**config.mk**
```make
export PLATFORM = sky130hd
export DESIGN_NAME = mem_access_ctrl
export DESIGN_NICKNAME = d
export VERILOG_FILES = /design/src/rtl/mem_pkg.sv /design/src/rtl/mem_addr_check.sv /design/src/rtl/mem_access_ctrl.sv
export SDC_FILE = /design/constraint.sdc
export NUM_CORES = 1
export LEC_CHECK = 0
export BUFFER_PORTS_ARGS = -buffer_cell sky130_fd_sc_hd__buf_2
export CORE_MARGIN = 5
export CORE_UTILIZATION = 55
export DETAILED_ROUTE_END_ITERATION = 8
export PLACE_DENSITY = 0.84
export SYNTH_ARGS = -nofsm -noshare
export SYNTH_HDL_FRONTEND = slang
export SYNTH_SLANG_ARGS = --single-unit
```
**constraint.sdc**
```tcl
create_clock -name clk -period 5.2 [get_ports clk]
set_input_delay 1.04 -clock clk [delete_from_list [all_inputs] [get_ports clk]]
set_output_delay 1.04 -clock clk [all_outputs]
set_load 0.01 [all_outputs]
```
**src/rtl/mem_pkg.sv**
```systemverilog
// Shared definitions for the data-memory interface: widths, memory depth,
// controller state encoding and the latched request payload.
package mem_pkg;

    localparam int unsigned ADDR_W    = 32;
    localparam int unsigned DATA_W    = 16;
    localparam int unsigned MEM_DEPTH = 2048;

    typedef enum logic [1:0] {
        ST_IDLE = 2'd0,
        ST_ACC0 = 2'd1,
        ST_ACC1 = 2'd2,
        ST_RESP = 2'd3
    } mem_state_e;

    typedef struct packed {
        logic                  write;
        logic                  wide;
        logic [ADDR_W-1:0]     addr;
        logic [2*DATA_W-1:0]   wdata;
    } mem_req_t;

endpackage

```
**src/rtl/mem_addr_check.sv**
```systemverilog
// Combinational range check for a one- or two-word access starting at addr.
// Compares against depth-1 for wide accesses so addr+1 is never formed.
module mem_addr_check
    import mem_pkg::*;
(
    input  logic [ADDR_W-1:0] addr,
    input  logic              wide,
    output logic              fault_c
);

    localparam logic [ADDR_W-1:0] DEPTH = ADDR_W'(MEM_DEPTH);
    localparam logic [ADDR_W-1:0] LAST  = ADDR_W'(MEM_DEPTH - 1);

    assign fault_c = (addr >= DEPTH) || (wide && (addr >= LAST));

endmodule

```
**src/rtl/mem_access_ctrl.sv**
```systemverilog
// MEM-stage initiator: accepts one narrow/wide load or store, issues one or two
// registered 16-bit memory accesses, and returns read data with a Done pulse.
module mem_access_ctrl
    import mem_pkg::*;
(
    input  logic                clk,
    input  logic                rst_n,
    input  logic                req,
    input  logic                req_write,
    input  logic                req_wide,
    input  logic [ADDR_W-1:0]   req_addr,
    input  logic [2*DATA_W-1:0] req_wdata,
    output logic                ready,
    output logic                done,
    output logic                fault,
    output logic [2*DATA_W-1:0] rd_data,
    output logic [ADDR_W-1:0]   mem_address,
    output logic [DATA_W-1:0]   mem_data_in,
    output logic                mem_read,
    output logic                mem_write,
    input  logic [DATA_W-1:0]   mem_data_out
);

    mem_state_e          state, state_nxt;
    mem_req_t            req_q, req_q_nxt;
    logic                ready_nxt, done_nxt, fault_nxt;
    logic [2*DATA_W-1:0] rd_data_nxt;
    logic [ADDR_W-1:0]   mem_address_nxt;
    logic [DATA_W-1:0]   mem_data_in_nxt;
    logic                mem_read_nxt, mem_write_nxt;
    logic                addr_fault_c;

    mem_addr_check u_addr_check (
        .addr    (req_addr),
        .wide    (req_wide),
        .fault_c (addr_fault_c)
    );

    always_ff @(posedge clk or negedge rst_n) begin
        if (!rst_n) begin
            state       <= ST_IDLE;
            req_q       <= '0;
            ready       <= 1'b1;
            done        <= 1'b0;
            fault       <= 1'b0;
            rd_data     <= '0;
            mem_address <= '0;
            mem_data_in <= '0;
            mem_read    <= 1'b0;
            mem_write   <= 1'b0;
        end else begin
            state       <= state_nxt;
            req_q       <= req_q_nxt;
            ready       <= ready_nxt;
            done        <= done_nxt;
            fault       <= fault_nxt;
            rd_data     <= rd_data_nxt;
            mem_address <= mem_address_nxt;
            mem_data_in <= mem_data_in_nxt;
            mem_read    <= mem_read_nxt;
            mem_write   <= mem_write_nxt;
        end
    end

    // Outputs are computed one state ahead so the memory sees clean flop outputs.
    always_comb begin
        state_nxt       = state;
        req_q_nxt       = req_q;
        done_nxt        = 1'b0;
        fault_nxt       = 1'b0;
        rd_data_nxt     = rd_data;
        mem_address_nxt = mem_address;
        mem_data_in_nxt = mem_data_in;
        mem_read_nxt    = 1'b0;
        mem_write_nxt   = 1'b0;

        unique case (state)
            ST_IDLE: begin
                if (req) begin
                    req_q_nxt.write = req_write;
                    req_q_nxt.wide  = req_wide;
                    req_q_nxt.addr  = req_addr;
                    req_q_nxt.wdata = req_wdata;
                    if (addr_fault_c) begin
                        state_nxt = ST_RESP;
                        done_nxt  = 1'b1;
                        fault_nxt = 1'b1;
                    end else begin
                        state_nxt       = ST_ACC0;
                        mem_address_nxt = req_addr;
                        mem_data_in_nxt = req_wide ? req_wdata[2*DATA_W-1:DATA_W]
                                                   : req_wdata[DATA_W-1:0];
                        mem_read_nxt    = !req_write;
                        mem_write_nxt   = req_write;
                    end
                end
            end
            ST_ACC0: begin
                if (!req_q.write) begin
                    rd_data_nxt = req_q.wide ? {mem_data_out, rd_data[DATA_W-1:0]}
                                             : {{DATA_W{1'b0}}, mem_data_out};
                end
                if (req_q.wide) begin
                    state_nxt       = ST_ACC1;
                    mem_address_nxt = req_q.addr + ADDR_W'(1);
                    mem_data_in_nxt = req_q.wdata[DATA_W-1:0];
                    mem_read_nxt    = !req_q.write;
                    mem_write_nxt   = req_q.write;
                end else begin
                    state_nxt = ST_RESP;
                    done_nxt  = 1'b1;
                end
            end
            ST_ACC1: begin
                if (!req_q.write) begin
                    rd_data_nxt = {rd_data[2*DATA_W-1:DATA_W], mem_data_out};
                end
                state_nxt = ST_RESP;
                done_nxt  = 1'b1;
            end
            ST_RESP: begin
                state_nxt = ST_IDLE;
            end
            default: begin
                state_nxt = ST_IDLE;
            end
        endcase

        ready_nxt = (state_nxt == ST_IDLE);
    end

endmodule

```
==> reports/qor.yml, run 1 <==
status:
  status: "complete, no violations"
global_route:
  grt_antenna_before_repair: 0
  grt_max_degree: 92
  grt_pass1_wl_um: 27300
  grt_pass1_vias: 5368
  grt.overflow.total: 0
  grt_usage_pct: 24.0
floorplan:
  io_pins: 170
  start_util_pct: 56.4
  die_area_mm2: 0.0141
  die_y_um: 119
  fp-row-count: 39
  core_area_mm2: 0.0115
  die_width_um: 119
clock_network:
  ctsHoldBuffers: 0
  clk_pin_slew_ns: 0.06
  cts_tree: "built"
  cts-resized-gates: 0
  clockBufferDepth: 2
  h-tree-depth: 4
  cts_setup_buffers: 0
  numCtsBuffers: 17
  clk_latency_ns: 0.42
  cts_root_buffer: "clkbuf_16"
  numClockSinks: 137
drt:
  avgRoutedWirePerCell_um: 18.6
  final_antenna_net_count: 0
  via_count: 5270
  drt_iter0_markers: 393
  routed_wl_um: 16500
  vias_per_cell: 5.94
  drtPass1Iterations: 8
  drc: 0
timing:
  clock.fmax_mhz: 291
  setup_viol: 0
  slew_headroom_pct: 28.1
  tns_ns: 0
  setup_ws_ns: 1.76
  hold_violations: 0
  period_share_pct: 66.1
  skew_ns: 0.00894
  final.min_clock_period_ns: 3.44
  rsz0062_at_grt: "no"
  max_slew.worst_pin.slew_ns: 1.07
  drv_slew: 0
setup_path:
  cp_slowest_cell: "o41ai_4"
  cp.required_ns: 5.51
  path_max_fanout: 17
  critical_path.startpoint_type: "input port"
  crit_buf_inv: 2
  crit_arrival_ns: 3.74
  worstSetupPathType: "in2reg"
  endpoint_kind: "flip-flop"
  cpLargestDelayFamily: "simple AND/OR/NAND/NOR gates"
  worstPathCellList: "buf_2, nor4_1, nand4_1, o41ai_4, and2_2, buf_4, mux2_2"
  cpPeakStageDelay_ns: 0.75
power:
  cellPowerDensity_mw_per_mm2: 632
  power.leakage_nw: 3.78
  ir_worst_vdd_mv: 0.309
synthesis:
  synth_cells: 577
  syn_area_mm2: 0.00649
  ys_seq_area_share_pct: 52.8
  avgSynthCellArea_um2: 11.3
  ys_seq_elements: 137
  synth_cell_types: 45
  synth_warnings: 0
  syn_nets: 668
  async_flop_share_pct: 100
  synth-edff-count: 0
  synth_flop_cell: "dfrtp_1"
final_layout:
  drive_gt1_share_pct: 36.2
  diodes: 0
  areaGrowthSynthToFinish_pct: 23.1
  nNetsFinal: 823
place:
  dp_hpwl_um: 11400
  gp_congestion: 0.915
  port_buffers: 169
  dp_slack_ns: 1.33
min_path:
  hold_class: "reg2reg"
flow_run:
  maxCapViolations: 0
==> metal layers <==
metal  GRT usage, %  vias up  share of wire [%]
met2           39.6      239                 50
met5              0        -                  0
met3           5.92       38                7.3
li1               -     2393                  -
met1           30.6     2600                 41
met4           9.49        0                2.0
==> through the flow <==
step	cells	hold slack [ns]	util, %	area (µm²)	power [mW]
5_1_grt	887	0.512	69.4	7990	5.37
3_5_place_dp	856	0.468	64.2	7390	3.81
2_1_floorplan	577	0.480	-	6490	3.17
3_3_place_gp	856	0.460	64.2	7390	3.71
4_1_cts	887	0.486	69.4	7990	5.07
6_report	887	0.483	69.4	7990	5.05
==> cells by family after synthesis <==
| kind of cell | after synthesis | synth area share (%) |
|---|---|---|
| XOR/XNOR | 19 | 2.56 |
| AO/OA/AOI/OAI | 107 | 11.1 |
| buffers and inverters | 51 | 3.49 |
| flip-flops | 137 | 52.8 |
| AND/OR/NAND/NOR | 157 | 11.9 |
| adder cells (fa/ha/maj) | 6 | 1.16 |
| multiplexers | 100 | 17.0 |
==> sequential cells by signal, indices dropped and copies added, names as in the netlist <==
register	flops
mem_address	32
fault	1
done	1
mem_read	1
mem_data_in	16
rd_data	32
ready	1
state	2
req_q	50
mem_write	1
==> cells in the mapped netlist (all sizes together), types with 4 or more instances <==
library cell / n / area, µm²
nor3: 8 / 45.0
nor4: 13 / 81.3
o21ai: 42 / 210
or4: 4 / 30.0
mux2: 83 / 935
nand4: 18 / 113
o31ai: 4 / 30.0
inv: 13 / 48.8
a22o: 16 / 140
xnor2: 5 / 43.8
mux2i: 17 / 170
nand2b: 5 / 31.3
and3: 5 / 31.3
a21boi: 5 / 37.5
clkbuf: 28 / 105
a31o: 5 / 43.8
nand3: 11 / 55.1
o31a: 4 / 35.0
nand2: 66 / 248
o2111ai: 4 / 35.0
nor2: 17 / 63.8
and4: 4 / 35.0
dfrtp: 136 / 3400
xor2: 14 / 123
a21oi: 14 / 70.1
buf: 10 / 72.6
a31oi: 5 / 31.3
ha: 6 / 75.1
==> final timing paths <==
check / startpoint / slack [ns] / to / cells past startpoint
setup / recovery: req_addr[24] / 1.76 / mem_data_in[0] / 7
hold / removal: mem_address[20] / 0.48 / mem_address[20] / 1
setup reg to reg: state[0] / 2.30 / mem_data_in[0] / 7
hold reg to reg: mem_address[20] / 0.48 / mem_address[20] / 1
max in group asynchronous: rst_n / 3.43 / rd_data[30] / 2
min in group asynchronous: rst_n / 0.69 / req_q[56] / 1
==> layout by cell type, fill, tap and decap left out, drive strengths merged, types with 2 or more instances in the layout <==
cell and count:
o2111ai 4, or3 2, nand2 66, nor3 8, o31ai 4, clkinvlp 3
o31a 4, nand3 11, and3 5, inv 13, nand2b 5, buf 174
dfrtp 136, nor4 13, clkbuf 19, and2 2, and4 4, nor2 17
a31o 5, clkinv 6, a21oi 14, a22o 16, or4 4, a31oi 5
xnor2 5, o2bb2ai 3, a21boi 5, o21ai 42, xor2 14, mux2i 17
mux2 83, ha 6, bufinv 3, nand4 18
==> worst register-to-register path: stages, from the launching register on <==
cell     delay (ns)
dfrtp_1        0.43
inv_1          0.11
ha_1           0.30
nand2_2        0.11
o41ai_4        0.61
and2_2         0.54
buf_4          0.33
mux2_2         0.37
==> final cells by class <==
class,count,area [µm²]
clock buffer,19,453
clock inverter,12,150
fill,855,3520
inverter,13,48.8
multi-input combinational,389,2840
sequential,137,3430
tap,143,179
timing repair buffer,174,890
==> where the power goes <==
group	leakage (nW)	internal, mW	switching [mW]
clock network	0.291	0.773	0.452
logic	1.80	0.856	1.02
registers	1.69	1.56	0.393
Power figures use the tool's default switching activity.
==> run 2, diff against run 1 <==
--- a/config.mk
+++ b/config.mk
@@ -7,9 +7,9 @@
 export LEC_CHECK = 0
 export BUFFER_PORTS_ARGS = -buffer_cell sky130_fd_sc_hd__buf_2
 export CORE_MARGIN = 5
-export CORE_UTILIZATION = 55
+export CORE_UTILIZATION = 53
 export DETAILED_ROUTE_END_ITERATION = 8
-export PLACE_DENSITY = 0.84
+export PLACE_DENSITY = 0.81
 export SYNTH_ARGS = -nofsm -noshare
 export SYNTH_HDL_FRONTEND = slang
 export SYNTH_SLANG_ARGS = --single-unit
==> constraint.sdc (replaced) <==
create_clock -name clk -period 3.4 [get_ports clk]
set_input_delay 0.68 -clock clk [delete_from_list [all_inputs] [get_ports clk]]
set_output_delay 0.68 -clock clk [all_outputs]
set_load 0.01 [all_outputs]
==> run 2 against run 1 <==
Final area is 0.39% higher; count of clock-buffer cells in the layout up 3; combinational power grew 55%; non-clock buffer count is 4 higher; cell count increased by 1.0%; largest power group unchanged; sequential power grew 52%; register-to-register slack got worse by 1.4 ns; die area grew 3.5%; critical path type is now reg2reg.
==> reports/qor.yml, run 2 (synthesis gave the netlist of run 1 again) <==
clock_network:
  clockBufferDepth: 2  # unchanged
  ctsHoldBuffers: 0  # unchanged
  clk_pin_slew_ns: 0.05  # about the same
  cts_root_buffer: "clkbuf_16"
  h-tree-depth: 4  # unchanged
  cts_setup_buffers: 0  # unchanged
  numClockSinks: 137  # unchanged
  clk_latency_ns: 0.41  # about the same
  cts-resized-gates: 0  # unchanged
  cts_tree: "built"
  numCtsBuffers: 17  # unchanged
power:
  ir_worst_vdd_mv: 0.466  # +51%
  intPower_mw: 4.86  # +52%
  cellPowerDensity_mw_per_mm2: 953  # +51%
  seqPwrFrac_pct: 38.9  # +0.2 points
  power_frac_clock_pct: 23.2  # -1.1 points
  power.leakage_nw: 3.81  # +0.61%
  power_switching_mw: 2.79  # +50%
  p_sw_share_pct: 36.4  # -0.39 points
  power_frac_comb_pct: 37.9  # +0.9 points
final_layout:
  drive_gt1_share_pct: 36.2  # +0.074 points
  final_common_cell: "buf_2"
  areaGrowthSynthToFinish_pct: 23.6
  largest_register_ff_count: 50  # unchanged
  nNetsFinal: 827  # +0.49%
  seq_area_mm2: 0.00343  # unchanged
  top_register: "req_q"
  final_cell_mix: "buf_2 (168), dfrtp_1 (136), nand2_1 (65)"
  multi_input_area_mm2: 0.00284  # unchanged
  nFillCells: 933  # +9.1%
  reg_top3: "req_q: 50 flops, mem_address: 32 flops, rd_data: 32 flops"
timing:
  setup_viol: 0  # unchanged
  tns_ns: 0  # unchanged
  period_share_pct: 72.1
  drv_slew: 0  # unchanged
  slew_headroom_pct: 41.6  # +13 points
  hold_ws_ns: 0.350  # -0.133 ns
  final.min_clock_period_ns: 2.45
  hold_violations: 0  # unchanged
  clock.fmax_mhz: 408
  skew_ns: 0.00567  # -0.00327 ns
  rsz0062_at_grt: "no"
  max_slew.worst_pin.slew_ns: 0.876  # -0.198 ns
global_route:
  grt_usage_pct: 22.9  # -1.1 points
  grt_antenna_before_repair: 1  # +1
  grt_pass1_wl_um: 26500  # -2.9%
  grt_pass1_vias: 5417  # +0.91%
  grt.overflow.total: 0  # unchanged
  grt_max_degree: 91  # -1.1%
drt:
  via_count: 5187  # -1.6%
  drt_iter0_markers: 415  # +5.6%
  routed_wl_um: 16300  # -1.6%
  drtPass1Iterations: 5  # -3
  drc: 0  # unchanged
  final_antenna_net_count: 0  # unchanged
  vias_per_cell: 5.79  # -2.6%
  avgRoutedWirePerCell_um: 18.1  # -2.5%
setup_path:
  critical_path.startpoint_type: "flip-flop"
  reg2reg_depth: 6  # -1
  crit_arrival_ns: 2.70  # -1.04 ns
  cp.required_ns: 3.64  # -1.87 ns
  endpoint_kind: "flip-flop"
  path_max_fanout: 47  # +30
  worstSetupPathType: "reg2reg"
floorplan:
  die_y_um: 121  # +1.7%
  io_pins: 170  # unchanged
  die_width_um: 121  # +1.7%
  core_area_mm2: 0.0120  # +4.3%
  fp-row-count: 40  # +2.6%
  die_area_mm2: 0.0146  # +3.5%
  start_util_pct: 54.1  # -2.3 points
place:
  port_buffers: 169  # unchanged
  dp_hpwl_um: 11500  # +0.72%
  gp_congestion: 0.799  # -13%
flow_run:
  maxCapViolations: 0  # unchanged
status:
  status: "complete, no violations"
min_path:
  hold_class: "in2async"
-- run 2: per-layer routing --
metal	part of all wire (%)	routed length, µm	vias up	global-route usage [%]
li1	-	-	2404	-
met1	41	6630	2554	28.7
met2	51	8220	191	38.0
met3	5.9	966	38	4.58
met4	2.8	448	0	11.5
met5	0	0	-	0
-- run 2: path summary, 6_finish.rpt --
check                            endpoint  slack, ns       start
setup / recovery              rd_data[12]       0.95    state[1]
max in group asynchronous           ready       2.26       rst_n
setup reg to reg              rd_data[12]       0.95    state[1]
hold reg to reg                rd_data[1]       0.48  rd_data[1]
hold / removal             mem_address[9]       0.35       rst_n
min in group clk               rd_data[1]       0.48  rd_data[1]
-- run 2: per-stage QoR --
| stage | area [µm²] | total power [mW] | utilization, % | cells | worst slack, ns |
|---|---|---|---|---|---|
| final | 8030 | 7.65 | 66.8 | 896 | 0.947 |
| after floorplan | 6490 | 4.84 | - | 577 | 0.990 |
| after detailed placement | 7450 | 5.88 | 62.0 | 864 | 0.719 |
| after global placement | 7450 | 5.72 | 62.0 | 864 | 0.742 |
| after CTS | 8020 | 7.70 | 66.8 | 895 | 0.958 |
| after global routing | 8030 | 8.15 | 66.8 | 896 | 0.744 |
-- run 2: critical path: stages (launching register included) --
cell      delay, ns
dfrtp_1        0.40
inv_1          0.11
ha_2           0.21
buf_4          0.44
nand2b_1       0.17
a21o_1         0.69
o21ai_0        0.24
-- run 2: power by group through the flow --
stage | registers [mW] | logic (mW) | clock network [mW]
finish | 2.97 | 2.90 | 1.78
global route | 3.07 | 3.21 | 1.88
CTS | 2.97 | 2.93 | 1.80
detailed placement | 2.98 | 2.90 | 0
global placement | 2.94 | 2.78 | 0
floorplan | 3.03 | 1.82 | 0
-- run 2: cell type report --
| class | instances | area share (%) |
|---|---|---|
| clock buffer | 22 | 5.91 |
| inverter | 13 | 0.608 |
| clock inverter | 9 | 1.22 |
| multi-input combinational | 389 | 35.4 |
| antenna | 1 | 0.0312 |
| sequential | 137 | 42.7 |
| timing repair buffer | 178 | 11.8 |
| tap | 147 | 2.29 |
==> run 3, diff against run 2 <==
==> constraint.sdc (replaced) <==
create_clock -name clk -period 2.44 [get_ports clk]
set_input_delay 0.488 -clock clk [delete_from_list [all_inputs] [get_ports clk]]
set_output_delay 0.488 -clock clk [all_outputs]
set_load 0.01 [all_outputs]
==> run 3 against run 2 <==
Clock power is 39% higher; hold slack worse by 0.30 ns; sequential power is 39% higher; sequential cell count stayed put; final area is 1.4% higher.
==> reports/qor.yml, run 3 (synthesis gave the netlist of run 1 again) <==
status:
  status: "complete, no violations"
power:
  cellPowerDensity_mw_per_mm2: 1330  # +39%
  power.leakage_nw: 3.86  # +1.3%
  ir_worst_vdd_mv: 0.619  # +33%
final_layout:
  reg_top3: "req_q: 50 flops, mem_address: 32 flops, rd_data: 32 flops"
  final_cell_mix: "buf_2 (168), dfrtp_1 (136), nand2_1 (65)"
  largest_register_ff_count: 50  # unchanged
  nNetsFinal: 838  # +1.3%
  areaGrowthSynthToFinish_pct: 25.3
  final_area_mm2: 0.00814  # +1.4%
  final_common_cell: "buf_2"
  final_util_pct: 67.8  # +0.95 points
  top_register: "req_q"
  drive_gt1_share_pct: 37.2  # +0.92 points
setup_path:
  endpoint_kind: "flip-flop"
  cp_slowest_cell: "o41ai_4"
  cp.required_ns: 2.72  # -0.92 ns
  critical_path.startpoint_type: "input port"
  worstSetupPathType: "in2reg"
  cpPeakStageDelay_ns: 0.38  # -0.31 ns
  worstPathCellList: "buf_2, nor4_1, nand4_1, o41ai_4, and2_2, buf_12, mux2_1"
  crit_arrival_ns: 2.41  # -0.29 ns
  path_max_fanout: 23  # -51%
clock_network:
  numClockSinks: 137  # unchanged
  ctsHoldBuffers: 0  # unchanged
  clk_pin_slew_ns: 0.06  # about the same
  cts-resized-gates: 0  # unchanged
  cts_tree: "built"
  numCtsBuffers: 17  # unchanged
  cts_setup_buffers: 0  # unchanged
  clk_latency_ns: 0.41  # about the same
  h-tree-depth: 4  # unchanged
  cts_root_buffer: "clkbuf_16"
  clockBufferDepth: 2  # unchanged
place:
  dp_hpwl_um: 11600  # +0.83%
  gp_congestion: 0.869  # +8.7%
  port_buffers: 169  # unchanged
  place_area_mm2: 0.00756  # +1.4%
timing:
  slew_headroom_pct: 53.6  # +12 points
  max_slew.worst_pin.slew_ns: 0.697  # -0.179 ns
  drv_slew: 0  # unchanged
  period_share_pct: 87.2
  hold_violations: 0  # unchanged
  setup_viol: 0  # unchanged
  tns_ns: 0  # unchanged
  final.min_clock_period_ns: 2.13
  clock.fmax_mhz: 470
  rsz0062_at_grt: "no"
  skew_ns: 0.00629  # +0.000625 ns
floorplan:
  core_area_mm2: 0.0120  # unchanged
  start_util_pct: 54.1  # unchanged
  io_pins: 170  # unchanged
  die_area_mm2: 0.0146  # unchanged
  fp-row-count: 40  # unchanged
  die_y_um: 121  # unchanged
  die_width_um: 121  # unchanged
global_route:
  grt.overflow.total: 0  # unchanged
  grt_usage_pct: 22.8  # -0.097 points
  grt_antenna_before_repair: 1  # unchanged
  grt_pass1_vias: 5433  # +0.30%
  grt_max_degree: 64  # -30%
  grt_pass1_wl_um: 26400  # -0.47%
drt:
  via_count: 5248  # +1.2%
  vias_per_cell: 5.79  # about the same
  drt_iter0_markers: 411  # -0.96%
  drtPass1Iterations: 5  # unchanged
  final_antenna_net_count: 0  # unchanged
  avgRoutedWirePerCell_um: 18.0  # -0.99%
  routed_wl_um: 16300  # +0.23%
  drc: 0  # unchanged
flow_run:
  maxCapViolations: 0  # unchanged
min_path:
  hold_class: "in2async"
-- run 3: cell types whose count changed in the layout (fill, tap and decap cells not counted), sizes merged --
cell	before	now
clkbuf	22	25
buf	178	189
clkinvlp	1	3
clkinv	6	2
bufinv	2	1
-- run 3: per-stage QoR --
stage	instances	setup slack [ns]	hold slack, ns	power (mW)
after CTS	906	0.311	0.0745	10.9
final	907	0.311	0.0478	10.8
after floorplan	577	0.222	0.192	6.75
after global routing	907	0.214	0.0957	11.5
after detailed placement	875	-0.0742	0.466	8.34
after global placement	875	-0.0311	0.459	8.12
-- run 3: path summary, 6_finish.rpt --
| path | startpoint | endpoint | slack [ns] | cells after the start |
|---|---|---|---|---|
| min reg2reg | rd_data[3] | rd_data[3] | 0.47 | 2 |
| max reg2reg | req_q[32] | mem_address[28] | 0.32 | 6 |
| max | req_addr[24] | mem_address[6] | 0.31 | 7 |
| min | rst_n | req_q[41] | 0.05 | 1 |
| max in group asynchronous | rst_n | rd_data[30] | 1.63 | 2 |
| min in group clk | mem_data_out[13] | rd_data[29] | 0.31 | 2 |
-- run 3: layer usage --
layer	GRT usage, %	wire length, µm
met5	0	0
met4	9.92	363
met3	5.29	935
met2	38.0	8310
met1	28.6	6690
-- run 3: power breakdown --
group | total [mW] | internal, mW | switching (mW)
logic | 4.21 | 1.99 | 2.21
registers | 4.13 | 3.33 | 0.799
clock network | 2.48 | 1.56 | 0.921
-- run 3: cell type report --
type,instances,area [µm²]
Tap cell,147,184
Clock inverter,6,62.6
Timing Repair Buffer,189,1050
Antenna cell,1,2.50
Fill cell,911,3870
Inverter,13,48.8
Sequential cell,137,3430
Clock buffer,25,515
Multi-Input combinational cell,389,2840
-- run 3: critical path: cells and delay by family --
family	cells	cell delay, ns
AO/OA/AOI/OAI	1	0.38
buffers and inverters	2	0.29
multiplexers	1	0.34
AND/OR/NAND/NOR	3	0.90
